## src/rtl/score_display_driver.sv

```systemverilog
// score_display_driver: clamps two scores, converts them to BCD by double dabble, and scans them onto an 8-digit seven-segment display.
module score_display_driver #(
   parameter int SCAN_DIV  = 50000,
   parameter int MAX_SCORE = 9999
) (
   input  logic        clock,
   input  logic        reset,
   input  logic [31:0] left_sc,
   input  logic [31:0] right_sc,
   output logic [7:0]  an,
   output logic [6:0]  seg,
   output logic        busy,
   output logic        updated
);
   localparam int DW = $clog2(SCAN_DIV);
   localparam logic [1:0] IDLE = 2'd0, SHIFT = 2'd1, COMMIT = 2'd2;

   function automatic logic [13:0] clamp(input logic [31:0] v);
      return $signed(v) < 0 ? 14'd0 : (v > 32'(MAX_SCORE) ? 14'(MAX_SCORE) : v[13:0]);
   endfunction

   function automatic logic [15:0] adj(input logic [15:0] b);
      logic [15:0] r;
      r = b;
      for (int i = 0; i < 4; i++)
         r[4*i +: 4] = r[4*i +: 4] >= 4'd5 ? r[4*i +: 4] + 4'd3 : r[4*i +: 4];
      return r;
   endfunction

   function automatic logic [6:0] dec(input logic [3:0] n);
      case (n)
         4'd0: return 7'h40;
         4'd1: return 7'h79;
         4'd2: return 7'h24;
         4'd3: return 7'h30;
         4'd4: return 7'h19;
         4'd5: return 7'h12;
         4'd6: return 7'h02;
         4'd7: return 7'h78;
         4'd8: return 7'h00;
         4'd9: return 7'h10;
         default: return 7'h7F;
      endcase
   endfunction

   logic [1:0]    state;
   logic [3:0]    iter;
   logic [13:0]   bin_l, bin_r, cap_l, cap_r, last_l, last_r, cl_l, cl_r;
   logic [15:0]   bcd_l, bcd_r, sc;
   logic [31:0]   dbuf;
   logic [DW-1:0] div;
   logic [2:0]    idx;
   logic [1:0]    pos;
   logic          wrap, blank;

   assign cl_l  = clamp(left_sc);
   assign cl_r  = clamp(right_sc);
   assign busy  = state == SHIFT || state == COMMIT;
   assign wrap  = div == DW'(SCAN_DIV - 1);
   assign sc    = idx[2] ? dbuf[31:16] : dbuf[15:0];
   assign pos   = idx[1:0];
   // a digit is blank when it and every higher digit of the same score are zero
   assign blank = pos == 2'd3 ? sc[15:12] == 4'd0 :
                  pos == 2'd2 ? sc[15:8]  == 8'd0 :
                  pos == 2'd1 ? sc[15:4]  == 12'd0 : 1'b0;

   always_ff @(posedge clock) begin
      if (!reset) begin
         state   <= IDLE;
         iter    <= '0;
         bin_l   <= '0;
         bin_r   <= '0;
         cap_l   <= '0;
         cap_r   <= '0;
         bcd_l   <= '0;
         bcd_r   <= '0;
         last_l  <= '0;
         last_r  <= '0;
         dbuf    <= '0;
         div     <= '0;
         idx     <= '0;
         an      <= 8'hFF;
         seg     <= 7'h7F;
         updated <= 1'b0;
      end else begin
         updated <= state == COMMIT;
         div     <= wrap ? '0 : div + 1'b1;
         idx     <= wrap ? idx + 3'd1 : idx;
         an      <= ~(8'b1 << idx);
         seg     <= blank ? 7'h7F : dec(sc[{pos, 2'b00} +: 4]);
         case (state)
            IDLE: if (cl_l != last_l || cl_r != last_r) begin
               bin_l <= cl_l;
               bin_r <= cl_r;
               cap_l <= cl_l;
               cap_r <= cl_r;
               bcd_l <= '0;
               bcd_r <= '0;
               iter  <= '0;
               state <= SHIFT;
            end
            SHIFT: begin
               {bcd_l, bin_l} <= {adj(bcd_l), bin_l} << 1;
               {bcd_r, bin_r} <= {adj(bcd_r), bin_r} << 1;
               iter  <= iter + 4'd1;
               state <= iter == 4'd13 ? COMMIT : SHIFT;
            end
            COMMIT: begin
               dbuf   <= {bcd_l, bcd_r};
               last_l <= cap_l;
               last_r <= cap_r;
               state  <= IDLE;
            end
            default: state <= IDLE;
         endcase
      end
   end
endmodule

```

## config.mk

```make
export PLATFORM = sky130hd
export DESIGN_NAME = score_display_driver
export DESIGN_NICKNAME = d
export VERILOG_FILES = /design/src/rtl/score_display_driver.sv
export SDC_FILE = /design/constraint.sdc
export NUM_CORES = 1
export LEC_CHECK = 0
export CORE_ASPECT_RATIO = 0.5
export CORE_MARGIN = 1
export CORE_UTILIZATION = 45
export CTS_CLUSTER_SIZE = 40
export DETAILED_ROUTE_END_ITERATION = 8
export GPL_TIMING_DRIVEN = 0
export SETUP_SLACK_MARGIN = 0.5
export SYNTH_ARGS = -nofsm -noshare
export SYNTH_HDL_FRONTEND = slang
export SYNTH_SLANG_ARGS = --single-unit
```

## constraint.sdc

```tcl
create_clock -name clock -period 4.6 [get_ports clock]
set_input_delay 0.46 -clock clock [delete_from_list [all_inputs] [get_ports clock]]
set_output_delay 0.46 -clock clock [all_outputs]
set_load 0.05 [all_outputs]
```

==> metrics.txt <==
status finished clean; combinational power share 0.100; commonest non-fill, non-tap cells in the layout 189 x dfxtp_1, 124 x nor2_1, 92 x mux2i_1; setup TNS 0 ns; Critical Path Max Stage Delay 0.54 ns; Seq cells post-synth 189; post-route insts no fill 1457; worst r2r src last_l[10]$_SDFFE_PN0P_; setup bufs post-CTS 0; Final Critical Period 3.89 ns; commonest non-fill, non-tap cell in the layout dfxtp_1; total track usage 0.265; wire length per cell 19.3 µm; CTS Hold Bufs 0; switching power 0.982 mW; Yosys top cell area share 0.393; Main synth FF type dfxtp_1; power share of the sequential group 0.475; DR vias 8668; Slew HR 0.396; maxcap violations 0; placed insts 1425; Cells after Synth 1072; Synth cell types 77; GP Congestion 0.897; CP Capture Type flop; Initial Utilization 0.464; # DRC 0; Row Count 37; Worst setup SP type input port; diodes inserted 0; 1st-iter DRT viols 801; GRT overflow 0; Pre-antenna DRT Iters 5; Final period util 0.845; Worst setup startpoint right_sc[21]; post-synthesis sequential area ratio 0.393; Mapped Area 9620 µm²; Mean Syn Cell Area 8.97 µm²; number of port buffers 80; worst-path cell chain clkdlybuf4s50_1, or4_4, nor3_2, a41oi_1, xor2_1, nor4_2, and4_1, nand2_1, nand2_1, buf_2, o221a_2; Required @ worst endpoint 5.00 ns; vias in the first global route 8231; most used cell, CP nand2_1; Buffers & Inverters on Critical Path 2; Final #Nets 1270; total power density per cell area 315 nW/µm²; H-tree Lvls 4; Die W 209 µm; I/O pin cnt 83; WS Path Type in2reg; end-of-flow core utilization 0.548; RSZ-0062 raised after global routing no; Pint 2.60 mW; clock transition at the registers of the reported paths 0.07 ns; die height 105 µm; Synthesized Nets 1171; Die ar. 22000 µm²; Worst Min Path Start div[0]$_SDFF_PP0_; via/cell ratio 5.95; leak pwr 4.11 nW; Slew @ Worst Pin 0.906 ns; CP arrival 4.29 ns; largest net degree at the start of global routing 20; total power 3.58 mW; Final HPWL DP 20900 µm; area grow syn2layout 18.3%; WL final 28200 µm; share of layout cells above drive strength 1 0.0828; Fin Clk Skew 0.0108 ns; Synth warnings 0; Hold Crit Class reg2reg; Clock Power Share 0.425; first-pass GRT wire length 45100 µm; Top Family by Delay on Critical Path simple AND/OR/NAND/NOR gates; FMAX 257 MHz; Placeable Area 20700 µm²; CTS tree built; final hold violation count 0; Post-DRT Antenna Nets 0; clk sinks 189; initial antenna violation count 0; PostCTS Resize Cnt 1; later-pin clock latency in the skew report 0.46 ns; Post-synth EDFFs 0; top cells by area, synth dfxtp_1 39%, mux2i_1 9.6%, nor2_1 4.8%; slowest CP cell or4_4; fin. max-slew vios 0; Final Setup Violations 0; sw frac 0.274; CTS Buf Count 17; critical-path maximum fanout 10; Yosys top cell by area dfxtp_1; Root Buffer clkbuf_16; async set-reset flop share out of synthesis 0; clk buf depth 2; peak supply drop 0.216 mV
layout make-up:
type | instances | area, µm²
flip-flops and latches | 189 | 3780
clock inverters | 15 | 176
repair buffers | 80 | 801
plain buffers | 66 | 300
fillers | 1958 | 9370
well taps | 273 | 342
multi-input cells | 773 | 5380
clock buffers | 17 | 425
inverters | 44 | 165
registers in the layout, indices dropped and copies added, names as in the netlist, 3 cells and up:
name,flops
bin_r,14
bin_l,14
div,16
last_r,14
bcd_l,16
cap_r,14
dbuf,32
an,8
iter,4
idx,3
cap_l,14
seg,7
last_l,14
bcd_r,16
power by group through the flow:
stage	clock (mW)	combinational (mW)	sequential, mW
detailed placement	0	0.353	1.74
floorplan	0	0.190	1.74
finish	1.52	0.359	1.70
global placement	0	0.349	1.74
global route	1.62	0.385	1.71
CTS	1.55	0.355	1.70
logic make-up (layout without fill, tap and decap cells):
group	count (synthesis)	count (layout)	share of synthesized area
muxes	101	101	0.116
and+or+nand+nor	385	385	0.194
xor gates and xnor gates	40	40	0.0364
AOI/OAI and AO/OA	214	214	0.170
buffers and inverters	110	222	0.0484
DFF	189	189	0.393
adders and majority gates	33	33	0.0429
worst register-to-register path, cell delays in order, from the launching register on:
cell and delay (ns):
dfxtp_1 0.42, nor4bb_1 0.25, nor2_1 0.08, o31ai_1 0.20, a221o_1 0.23, nand2_1 0.11
nor4_2 0.49, nand2_1 0.29, nand2_1 0.27, buf_2 0.28, o221a_2 0.23
path summary, 6_finish.rpt:
| kind | cells past startpoint | slack (ns) | endpoint |
|---|---|---|---|
| worst min-delay path | 1 | 0.44 | div[0]$_SDFF_PP0_ |
| worst max register to register | 10 | 1.68 | bin_r[4]$_SDFFE_PN0P_ |
| worst min register to register | 1 | 0.44 | div[0]$_SDFF_PP0_ |
| worst max-delay path | 11 | 0.71 | bin_r[4]$_SDFFE_PN0P_ |
metrics by stage:
stage | setup WS, ns | cell area (µm²) | hold WS, ns
after floorplan | 1.28 | 9620 | 0.413
after global placement | 0.123 | 10800 | 0.427
after detailed placement | 0.0140 | 10800 | 0.433
after CTS | 0.710 | 11400 | 0.446
after global routing | 0.568 | 11400 | 0.474
final | 0.713 | 11400 | 0.441
Yosys cell counts, drive strengths merged, types with 24 or more instances:
cell and number:
a21oi 27, buf 26, clkbuf 40, dfxtp 189
ha 33, inv 43, mux2i 92, nand2 89
nand3 52, nor2 127, o21ai 39, o31ai 26
xnor2 24
routing by layer:
metal / global-route usage / vias up / wire, µm
met3: 0.0575 / 44 / 1720
met5: 0 / - / 0
met4: 0.0809 / 0 / 553
met2: 0.425 / 306 / 12700
met1: 0.356 / 4224 / 13200
li1: - / 4094 / -
(Power assumes the default switching activity.)
